[src/rtl/alarm_clock_multi.sv]
// UART-programmed BCD MM:SS clock with NUM_ALARMS independent alarm channels.
// Optional feature macro ALARM_AUTOCLR_EN: a triggered alarm re-arms after TRIG_SECS strobes.
module alarm_clock_multi #(
    parameter int unsigned NUM_ALARMS = 4,
    parameter int unsigned TRIG_SECS  = 10
) (
    input  logic                      clk,
    input  logic                      rst,
    input  logic                      oneSecStrb,
    input  logic                      bu_rx_data_rdy,
    input  logic [7:0]                bu_rx_data,
    output logic [3:0]                di_Mtens,
    output logic [3:0]                di_Mones,
    output logic [3:0]                di_Stens,
    output logic [3:0]                di_Sones,
    output logic [16*NUM_ALARMS-1:0]  di_alarm_time,
    output logic [NUM_ALARMS-1:0]     alarm_armed,
    output logic [NUM_ALARMS-1:0]     alarm_trig,
    output logic                      any_trig,
    output logic                      dicRun,
    output logic                      cmd_err
);

    if (NUM_ALARMS < 1 || NUM_ALARMS > 9) begin : g_bad_num_alarms
        $error("NUM_ALARMS must be in 1..9");
    end
    if (TRIG_SECS < 1 || TRIG_SECS > 255) begin : g_bad_trig_secs
        $error("TRIG_SECS must be in 1..255");
    end

    localparam logic [7:0] CharL      = 8'h6C;
    localparam logic [7:0] CharA      = 8'h61;
    localparam logic [7:0] CharAt     = 8'h40;
    localparam logic [7:0] CharCr     = 8'h0D;
    localparam logic [7:0] MaxIdxChar = 8'(32'h30 + NUM_ALARMS - 1);

    typedef enum logic [2:0] {
        P_IDLE, P_SEL, P_D0, P_D1, P_D2, P_D3, P_CR
    } pstate_t;

    typedef enum logic [1:0] {
        CH_IDLE, CH_ARMED, CH_TRIG
    } ch_state_t;

    pstate_t     pstate;
    logic        op_tog;
    logic        tgt_time;
    logic [3:0]  tgt_idx;
    logic [15:0] stage;
    logic [15:0] tm;

    logic                  is_d5, is_d9, is_idx, byte_ok;
    logic                  commit, abort;
    logic [NUM_ALARMS-1:0] toggle;

    function automatic logic [15:0] bcd_inc(input logic [15:0] t);
        logic [15:0] n;
        n = t;
        if (t[3:0] != 4'd9) begin
            n[3:0] = t[3:0] + 4'd1;
        end else begin
            n[3:0] = 4'd0;
            if (t[7:4] != 4'd5) begin
                n[7:4] = t[7:4] + 4'd1;
            end else begin
                n[7:4] = 4'd0;
                if (t[11:8] != 4'd9) begin
                    n[11:8] = t[11:8] + 4'd1;
                end else begin
                    n[11:8]  = 4'd0;
                    n[15:12] = (t[15:12] == 4'd5) ? 4'd0 : t[15:12] + 4'd1;
                end
            end
        end
        return n;
    endfunction

    // Byte classification for the current parser state; P_IDLE never flags an error.
    always_comb begin
        is_d5   = (bu_rx_data >= 8'h30) && (bu_rx_data <= 8'h35);
        is_d9   = (bu_rx_data >= 8'h30) && (bu_rx_data <= 8'h39);
        is_idx  = (bu_rx_data >= 8'h30) && (bu_rx_data <= MaxIdxChar);
        byte_ok = 1'b1;
        case (pstate)
            P_SEL:      byte_ok = is_idx;
            P_D0, P_D2: byte_ok = is_d5;
            P_D1, P_D3: byte_ok = is_d9;
            P_CR:       byte_ok = (bu_rx_data == CharCr);
            default:    byte_ok = 1'b1;
        endcase
        abort  = bu_rx_data_rdy && (pstate != P_IDLE) && !byte_ok;
        commit = bu_rx_data_rdy && (pstate == P_CR) && byte_ok;
        toggle = '0;
        for (int k = 0; k < NUM_ALARMS; k++) begin
            toggle[k] = bu_rx_data_rdy && (pstate == P_SEL) && op_tog && is_idx &&
                        (bu_rx_data[3:0] == 4'(k));
        end
    end

    always_ff @(posedge clk) begin
        if (rst) begin
            pstate   <= P_IDLE;
            op_tog   <= 1'b0;
            tgt_time <= 1'b0;
            tgt_idx  <= '0;
            stage    <= '0;
            cmd_err  <= 1'b0;
            dicRun   <= 1'b1;
        end else begin
            cmd_err <= abort;
            if (abort || commit) begin
                pstate <= P_IDLE;
                dicRun <= 1'b1;
                if (abort) begin
                    stage <= '0;
                end
            end else if (bu_rx_data_rdy) begin
                case (pstate)
                    P_IDLE: begin
                        if (bu_rx_data == CharL) begin
                            tgt_time <= 1'b1;
                            dicRun   <= 1'b0;
                            pstate   <= P_D0;
                        end else if (bu_rx_data == CharA) begin
                            op_tog <= 1'b0;
                            pstate <= P_SEL;
                        end else if (bu_rx_data == CharAt) begin
                            op_tog <= 1'b1;
                            pstate <= P_SEL;
                        end
                    end
                    P_SEL: begin
                        tgt_time <= 1'b0;
                        tgt_idx  <= bu_rx_data[3:0];
                        pstate   <= op_tog ? P_IDLE : P_D0;
                    end
                    P_D0: begin
                        stage[15:12] <= bu_rx_data[3:0];
                        pstate       <= P_D1;
                    end
                    P_D1: begin
                        stage[11:8] <= bu_rx_data[3:0];
                        pstate      <= P_D2;
                    end
                    P_D2: begin
                        stage[7:4] <= bu_rx_data[3:0];
                        pstate     <= P_D3;
                    end
                    P_D3: begin
                        stage[3:0] <= bu_rx_data[3:0];
                        pstate     <= P_CR;
                    end
                    default: pstate <= P_IDLE;
                endcase
            end
        end
    end

    // A time commit takes priority over a coincident strobe.
    always_ff @(posedge clk) begin
        if (rst) begin
            tm <= '0;
        end else if (commit && tgt_time) begin
            tm <= stage;
        end else if (oneSecStrb && dicRun) begin
            tm <= bcd_inc(tm);
        end
    end

    assign di_Mtens = tm[15:12];
    assign di_Mones = tm[11:8];
    assign di_Stens = tm[7:4];
    assign di_Sones = tm[3:0];
    assign any_trig = |alarm_trig;

    for (genvar k = 0; k < NUM_ALARMS; k++) begin : g_ch
        ch_state_t   st;
        logic [15:0] atm;
        logic        armed_r, trig_r;
        logic        match, can_trig;

        assign match                     = (tm == atm);
        assign di_alarm_time[16*k +: 16] = atm;
        assign alarm_armed[k]            = armed_r;
        assign alarm_trig[k]             = trig_r;

        always_ff @(posedge clk) begin
            if (rst) begin
                atm <= '0;
            end else if (commit && !tgt_time && (tgt_idx == 4'(k))) begin
                atm <= stage;
            end
        end

`ifdef ALARM_AUTOCLR_EN
        localparam logic [7:0] TrigLast = 8'(TRIG_SECS - 1);
        logic [7:0] cnt;
        logic       hold;
        // After an auto-clear, match must drop before the channel may fire again.
        assign can_trig = match && !hold;
`else
        assign can_trig = match;
`endif

        always_ff @(posedge clk) begin
            if (rst) begin
                st      <= CH_IDLE;
                armed_r <= 1'b0;
                trig_r  <= 1'b0;
`ifdef ALARM_AUTOCLR_EN
                cnt     <= '0;
                hold    <= 1'b0;
`endif
            end else begin
`ifdef ALARM_AUTOCLR_EN
                if (!match || toggle[k]) begin
                    hold <= 1'b0;
                end
`endif
                case (st)
                    CH_IDLE: begin
                        if (toggle[k]) begin
                            st      <= CH_ARMED;
                            armed_r <= 1'b1;
                        end
                    end
                    CH_ARMED: begin
                        if (toggle[k]) begin
                            st      <= CH_IDLE;
                            armed_r <= 1'b0;
                        end else if (can_trig) begin
                            st      <= CH_TRIG;
                            armed_r <= 1'b0;
                            trig_r  <= 1'b1;
`ifdef ALARM_AUTOCLR_EN
                            cnt     <= '0;
`endif
                        end
                    end
                    CH_TRIG: begin
                        if (toggle[k]) begin
                            st     <= CH_IDLE;
                            trig_r <= 1'b0;
                        end
`ifdef ALARM_AUTOCLR_EN
                        else if (oneSecStrb) begin
                            if (cnt == TrigLast) begin
                                st      <= CH_ARMED;
                                trig_r  <= 1'b0;
                                armed_r <= 1'b1;
                                hold    <= 1'b1;
                            end else begin
                                cnt <= cnt + 8'd1;
                            end
                        end
`endif
                    end
                    default: begin
                        st      <= CH_IDLE;
                        armed_r <= 1'b0;
                        trig_r  <= 1'b0;
                    end
                endcase
            end
        end
    end

endmodule

[config.mk]
export PLATFORM = sky130hd
export DESIGN_NAME = alarm_clock_multi
export DESIGN_NICKNAME = d
export VERILOG_FILES = /design/src/rtl/alarm_clock_multi.sv
export SDC_FILE = /design/constraint.sdc
export NUM_CORES = 1
export LEC_CHECK = 0
export BUFFER_PORTS_ARGS = -buffer_cell sky130_fd_sc_hd__buf_2
export CAP_MARGIN = 20
export CORE_MARGIN = 2
export CORE_UTILIZATION = 45
export CTS_CLUSTER_SIZE = 40
export DETAILED_ROUTE_END_ITERATION = 16
export PLACE_DENSITY = 0.66
export SLEW_MARGIN = 5
export SYNTH_ARGS = -nofsm -noshare
export SYNTH_HDL_FRONTEND = slang
export SYNTH_SLANG_ARGS = --single-unit
[constraint.sdc]
create_clock -name clk -period 3 [get_ports clk]
set_clock_uncertainty 0.2 [all_clocks]
set_input_delay 0.15 -clock clk [delete_from_list [all_inputs] [get_ports clk]]
set_output_delay 0.15 -clock clk [all_outputs]
set_load 0.01 [all_outputs]
Word level (Yosys, flattened, before mapping)
Cells that the tools add are included.

operators by class
  $add $sub $neg = 4
  magnitude comparators = 4
  eq/ne operators = 58
  mux-type cells = 78
  bitwise logic cells = 10
  reductions and logical operators = 68

operators with widths
  operator             count
  $mux 16              5
  $eq 16x16->1         4
  $reduce_and 3->1     15
  $ne 2x2->1 const B   21
  $mux 4               9
  $mux 2               17
  $mux 1               27
  $eq 8x7->1 const B   3
  $le 8x6->1 const B   3
  $pmux 1 s3           8
  $pmux 2 s3           4
  $reduce_and 4->1     6
  $logic_and 1x1->1    21
  $pmux 3 s6           1
  $add 4x1->4 const B  4
  $eq 4x2->1 const B   4
  $reduce_bool 2->1    8
  $mux 12              1
  $ne 3x3->1 const B   4
  $ne 4x4->1 const B   3
  $not 1->1            10
  $eq 3x3->1 const B   3
  $mux 3               3
  $eq 2x1->1 const B   4
  other kinds (21)     34

storage, ports and cells
  register bits = 123
  input port bits = 12
  output and inout bits = 91
  logic and storage cells = 252

Depth between registers and ports, before layout
  depth in word-level cells = 8
  mapped depth = 10
  mapped depth without buffers = 8

Worst setup path after synthesis
OpenSTA, ideal clock, no wires.

  path kind = flip-flop to flip-flop
  start = register pstate[1]
  end = register g_ch[2].atm[0]
  setup time = 128 ps
  arrival = 1911 ps
  required time = 2672 ps
  setup slack = 762 ps
  cell stages (with the launch flop) = 11
  path buffers = 3
  clock period less this slack = 2238 ps
  cell sequence = dfxtp_1 -> buf_4 -> inv_1 -> ha_1 -> nor2_1 -> a21o_4 -> and4_1 -> buf_6 -> buf_12 -> mux2i_1 -> nor2_1

on the way
  longest elaborated chain between the ends = 6
  elaborated cells between the ends (all ways) = 13
  classes of those cells = eq/ne: 6; mux: 1; reduce/logical: 6

RTL lines
  what                                             line  text
  start, declared                                  45    pstate_t pstate;
  start signal, assigned                           135   pstate <= op_tog ? P_IDLE : P_D0;
  $eq 3x3->1 / $eq 3x2->1 (equally long branches)  84    case (pstate)
  $reduce_or 2->1                                  84
  $pmux 1 s4                                       84
  $logic_and 1x1->1 (*)                            92    commit = bu_rx_data_rdy && (pstate == P_CR) && byte_ok;
  $logic_and 1x1->1 (*) (2 in a row)               190   end else if (commit && !tgt_time && (tgt_idx == 4'(k))) begin
  end signal, assigned                             191   atm <= stage;
  end, declared                                    178   logic [15:0] atm;

Mark *: on every way between the ends. The rest lies on a longest branch, timed or not.
A chain may end at the register's enable or synchronous reset.

Final worst setup path
  start = register pstate[1]
  end = register stage[6]

on the way
  longest elaborated chain between the ends = 8
  elaborated cells between the ends (all ways) = 21
  classes of those cells = eq/ne: 7; mux: 2; reduce/logical: 12

RTL lines
  what                                                                     line  text
  $eq 3x3->1, or another cell as far along                                 84
  $reduce_or 2->1                                                          84
  $pmux 1 s4                                                               84
  $logic_not 1->1                                                          91    abort = bu_rx_data_rdy && (pstate != P_IDLE) && !byte_ok;
  $logic_and 1x1->1                                                        91
  $logic_or 1x1->1                                                         111   if (abort || commit) begin
  $ne 2x2->1 (no source line) / $reduce_bool 2->1 (equally long branches)  --
  $reduce_and 3->1 (no source line)                                        --
  end signal, assigned                                                     146   stage[7:4] <= bu_rx_data[3:0];
  end, declared                                                            49    logic [15:0] stage;

Several ways; a longest one is shown, not always the timed one.

==> out/qor_table.md <==
| Step | Item | Reported |
| --- | --- | --- |
| outcome | Result of the run | finished, final reports clean |
| yosys | Warning count from the yosys run | 0 |
| yosys | Number of cells produced by synthesis | 697 |
| global routing | Gr ovfl total | 0 |
| yosys | Sequential-to-total area share from yosys stat | 0.399 |
| worst hold path | Kind of path behind the tightest hold check | in2reg |
| setup path | CP Capture Type | register |
| global routing | Wire length of the first global-routing pass | 26200 um |
| clocking | H-Tree Depth | 4 |
| setup path | Arrival time of data at the critical path endpoint | 2.76 ns |
| final layout | Synthesis-to-layout area growth | 18.9% |
| drt | Via count | 5307 |
| timing | Worst slew pin tran | 1.05 ns |
| floorplanning | Placeable core region | 13300 um2 |
| drt | Number of vias per cell | 5.50 |
| clocking | Worst-skew pair later-pin latency | 0.42 ns |
| global routing | Number of global-route vias before repair | 5004 |
| drt | Post-route DRC violation count | 0 |
| timing | Min Tclk post-route | 2.66 ns |
| yosys | Flop and latch count out of synthesis | 123 |
| placement | GP Congestion | 0.914 |
| clocking | Clk pin slew, worst setup/hold paths | 0.05 ns |
| final layout | Fraction of layout cells with a size suffix above 1 | 0.194 |
| final layout | Count of fill cells added during filler insertion | 1258 |
| floorplanning | Number of I/O pins | 103 |
| clocking | Num CTS Buffers | 17 |
| drt | Iteration-0 DRC Markers | 376 |
| timing | Final worst-path cycle share | 0.887 |
| placement | Count of buffers from port buffering | 102 |
| pwr | Leakage dissipation | 3.69 nW |
| timing | Setup repair after global routing missed its margin | no |
| setup path | CP Max Fanout | 21 |
| pwr | Highest ir drop seen on vdd | 0.000295 V |
| yosys | Number of flops mapped to enable cells by yosys | 0 |
| floorplanning | Die H | 121 um |
| global routing | Antenna violations before repair | 0 |
| drt | Drt pass-1 iters | 5 |
| final layout | # diodes | 0 |
| timing | Hold Slack | 0.160 ns |
| timing | Final hold violations | 0 |
| yosys | Ys async rst share | 0 |
| placement | Total placed cells including tap cells | 927 |
| drt | Number of nets still failing antenna checks after routing | 0 |
| setup path | Required time at the endpoint of the critical path | 3.10 ns |
| yosys | Distinct cell type count after synthesis | 54 |
| clocking | Clock root buffer | sky130_fd_sc_hd__clkbuf_16 |
| timing | Setup Total Neg Slack | 0 ns |
| floorplanning | Number of rows in the core area | 42 |
| timing | Worst relative slew slack | 0.302 |
| pwr | Power density of the placed cells | 523 nW/um2 |
| setup path | Class of the most critical setup path | reg2reg |
| timing | Max Transition Viols Final | 0 |
| global routing | Global-route total usage across every layer | 0.233 |
| yosys | Mapped Area | 6180 um2 |
| clocking | Longest Clk Path Bufs | 2 |
| flow run | Count of maximum capacitance violations | 0 |
| yosys | Most frequently used flop master after synthesis | sky130_fd_sc_hd__dfxtp_1 |
| drt | Post-detailed-routing wire length | 16800 um |
| setup path | Startpoint Class | register |
| floorplanning | Effective utilization at floorplan | 0.463 |
| final layout | Net count, final | 792 |
| floorplanning | Die extent in x | 121 um |
| placement | DP HPWL | 11900 um |
| drt | Wire length per cell | 17.4 um |
| timing | Number of setup violations in the final report | 0 |
| yosys | Net count after synthesis | 711 |
| yosys | Synth Area per Inst | 8.86 um2 |
| floorplanning | Die area | 14700 um2 |
| final layout | Leading cell type in the layout, fill and taps excluded | sky130_fd_sc_hd__dfxtp_1 |
| final layout | Commonest non-fill, non-tap cells in the layout | sky130_fd_sc_hd__dfxtp_1 (123), sky130_fd_sc_hd__nor2_1 (110), sky130_fd_sc_hd__buf_2 (101), sky130_fd_sc_hd__mux2i_1 (73), sky130_fd_sc_hd__xor2_1 (67) |
| final layout | Count of placed standard cells in the final layout, fillers left out | 965 |
| global routing | Largest net degree at the start of global routing | 106 |
| clocking | TritonCTS clock tree | built |
| timing | Highest clock frequency the design can meet | 376 MHz |
| clocking | Total clock sinks | 123 |
[layout make-up]
type	instances	area, um2	share of cell area
Clock buffer	21	470	0.0641
Clock inverter	9	120	0.0164
Inverter	12	45.0	0.00613
Multi-Input combinational cell	506	3370	0.459
Sequential cell	123	2460	0.335
Tap cell	176	220	0.0300
Timing Repair Buffer	118	653	0.0889
[routing by layer]
metal	wire length [um]	track usage
met3	900	0.0597
met2	8130	0.385
met1	7300	0.287
met5	0	0
met4	459	0.0977
[where the power goes]
part / switching, W / internal (W) / leakage, nW
Clock: 0.000700 / 0.00135 / 0.298
Combinational: 0.0000952 / 0.0000477 / 2.40
Sequential: 0.00000759 / 0.00164 / 0.991
Total: 0.000803 / 0.00304 / 3.69
[through the flow]
stage,utilization,setup WS [ns],area [um2],power [W]
after global placement,0.500,0.403,6670,0.00181
after CTS,0.550,0.360,7340,0.00387
after global routing,0.550,0.0442,7340,0.00395
after detailed placement,0.500,0.376,6670,0.00181
final,0.550,0.338,7340,0.00384
after floorplan,-,0.762,6180,0.00177
[path summary, 6_finish.rpt]
| kind | from | slack, ns | to | depth (start not counted) |
|---|---|---|---|---|
| worst min register to register | tgt_idx[3] | 0.28 | tgt_idx[3] | 1 |
| worst max register to register | pstate[1] | 0.34 | stage[6] | 9 |
| worst min-delay path | bu_rx_data[4] | 0.16 | tgt_time | 6 |
| worst max-delay path | pstate[1] | 0.34 | stage[6] | 9 |
[registers in the layout, summed over array words and instances, names as in the netlist, 3 cells and up]
signal / cells
g_ch.st: 8
tgt_idx: 4
g_ch.trig_r: 4
g_ch.atm: 64
stage: 16
pstate: 3
tm: 16
g_ch.armed_r: 4
[cell usage after synthesis, types with 3 or more instances]
| master | count | area [um2] |
|---|---|---|
| sky130_fd_sc_hd__nor3b_1 | 4 | 30.0 |
| sky130_fd_sc_hd__a311oi_1 | 3 | 26.3 |
| sky130_fd_sc_hd__nand3b_1 | 6 | 45.0 |
| sky130_fd_sc_hd__o21ai_0 | 14 | 70.1 |
| sky130_fd_sc_hd__nor2b_1 | 8 | 50.1 |
| sky130_fd_sc_hd__o21ai_1 | 4 | 20.0 |
| sky130_fd_sc_hd__nand4_1 | 15 | 93.8 |
| sky130_fd_sc_hd__mux2i_1 | 73 | 731 |
| sky130_fd_sc_hd__xnor2_1 | 6 | 52.6 |
| sky130_fd_sc_hd__dfxtp_1 | 123 | 2460 |
| sky130_fd_sc_hd__nor4_1 | 19 | 119 |
| sky130_fd_sc_hd__clkbuf_1 | 30 | 113 |
| sky130_fd_sc_hd__inv_1 | 12 | 45.0 |
| sky130_fd_sc_hd__nand2_1 | 23 | 86.3 |
| sky130_fd_sc_hd__nand4b_1 | 4 | 35.0 |
| sky130_fd_sc_hd__buf_2 | 10 | 50.1 |
| sky130_fd_sc_hd__a211oi_1 | 15 | 113 |
| sky130_fd_sc_hd__xor2_1 | 67 | 587 |
| sky130_fd_sc_hd__nand2b_1 | 15 | 93.8 |
| sky130_fd_sc_hd__nor3_1 | 27 | 135 |
| sky130_fd_sc_hd__buf_4 | 13 | 97.6 |
| sky130_fd_sc_hd__and3_1 | 6 | 37.5 |
| sky130_fd_sc_hd__a31oi_1 | 3 | 18.8 |
| sky130_fd_sc_hd__a32oi_1 | 3 | 26.3 |
| sky130_fd_sc_hd__nand3_1 | 17 | 85.1 |
| sky130_fd_sc_hd__a21oi_1 | 32 | 160 |
| sky130_fd_sc_hd__nor2_1 | 110 | 413 |
[timing repair]
item / CTS / global route
buffers inserted: 0 / 0
hold endpoints to repair: 22 / 0
resized for setup: 0 / 0
hold buffers: 8 / 0
[kinds of logic after synthesis]
| family | after synthesis | share of synthesized area |
|---|---|---|
| simple gates | 274 | 0.234 |
| flops | 123 | 0.399 |
| compound gates | 84 | 0.0865 |
| xor+xnor | 73 | 0.104 |
| mux | 73 | 0.118 |
| buf+inv | 68 | 0.0551 |
| fa+ha+maj | 2 | 0.00405 |
[worst max-delay path, stage by stage, from the launching register on]
cell and delay [ns]:
sky130_fd_sc_hd__dfxtp_1 0.58, sky130_fd_sc_hd__inv_1 0.18, sky130_fd_sc_hd__ha_1 0.36, sky130_fd_sc_hd__o21ai_1 0.14, sky130_fd_sc_hd__a2bb2oi_1 0.08, sky130_fd_sc_hd__a31oi_1 0.37, sky130_fd_sc_hd__nand2_1 0.12, sky130_fd_sc_hd__buf_4 0.23
sky130_fd_sc_hd__nand4b_1 0.18, sky130_fd_sc_hd__mux2i_1 0.10
Note: power is estimated with default switching activity, not from simulation.
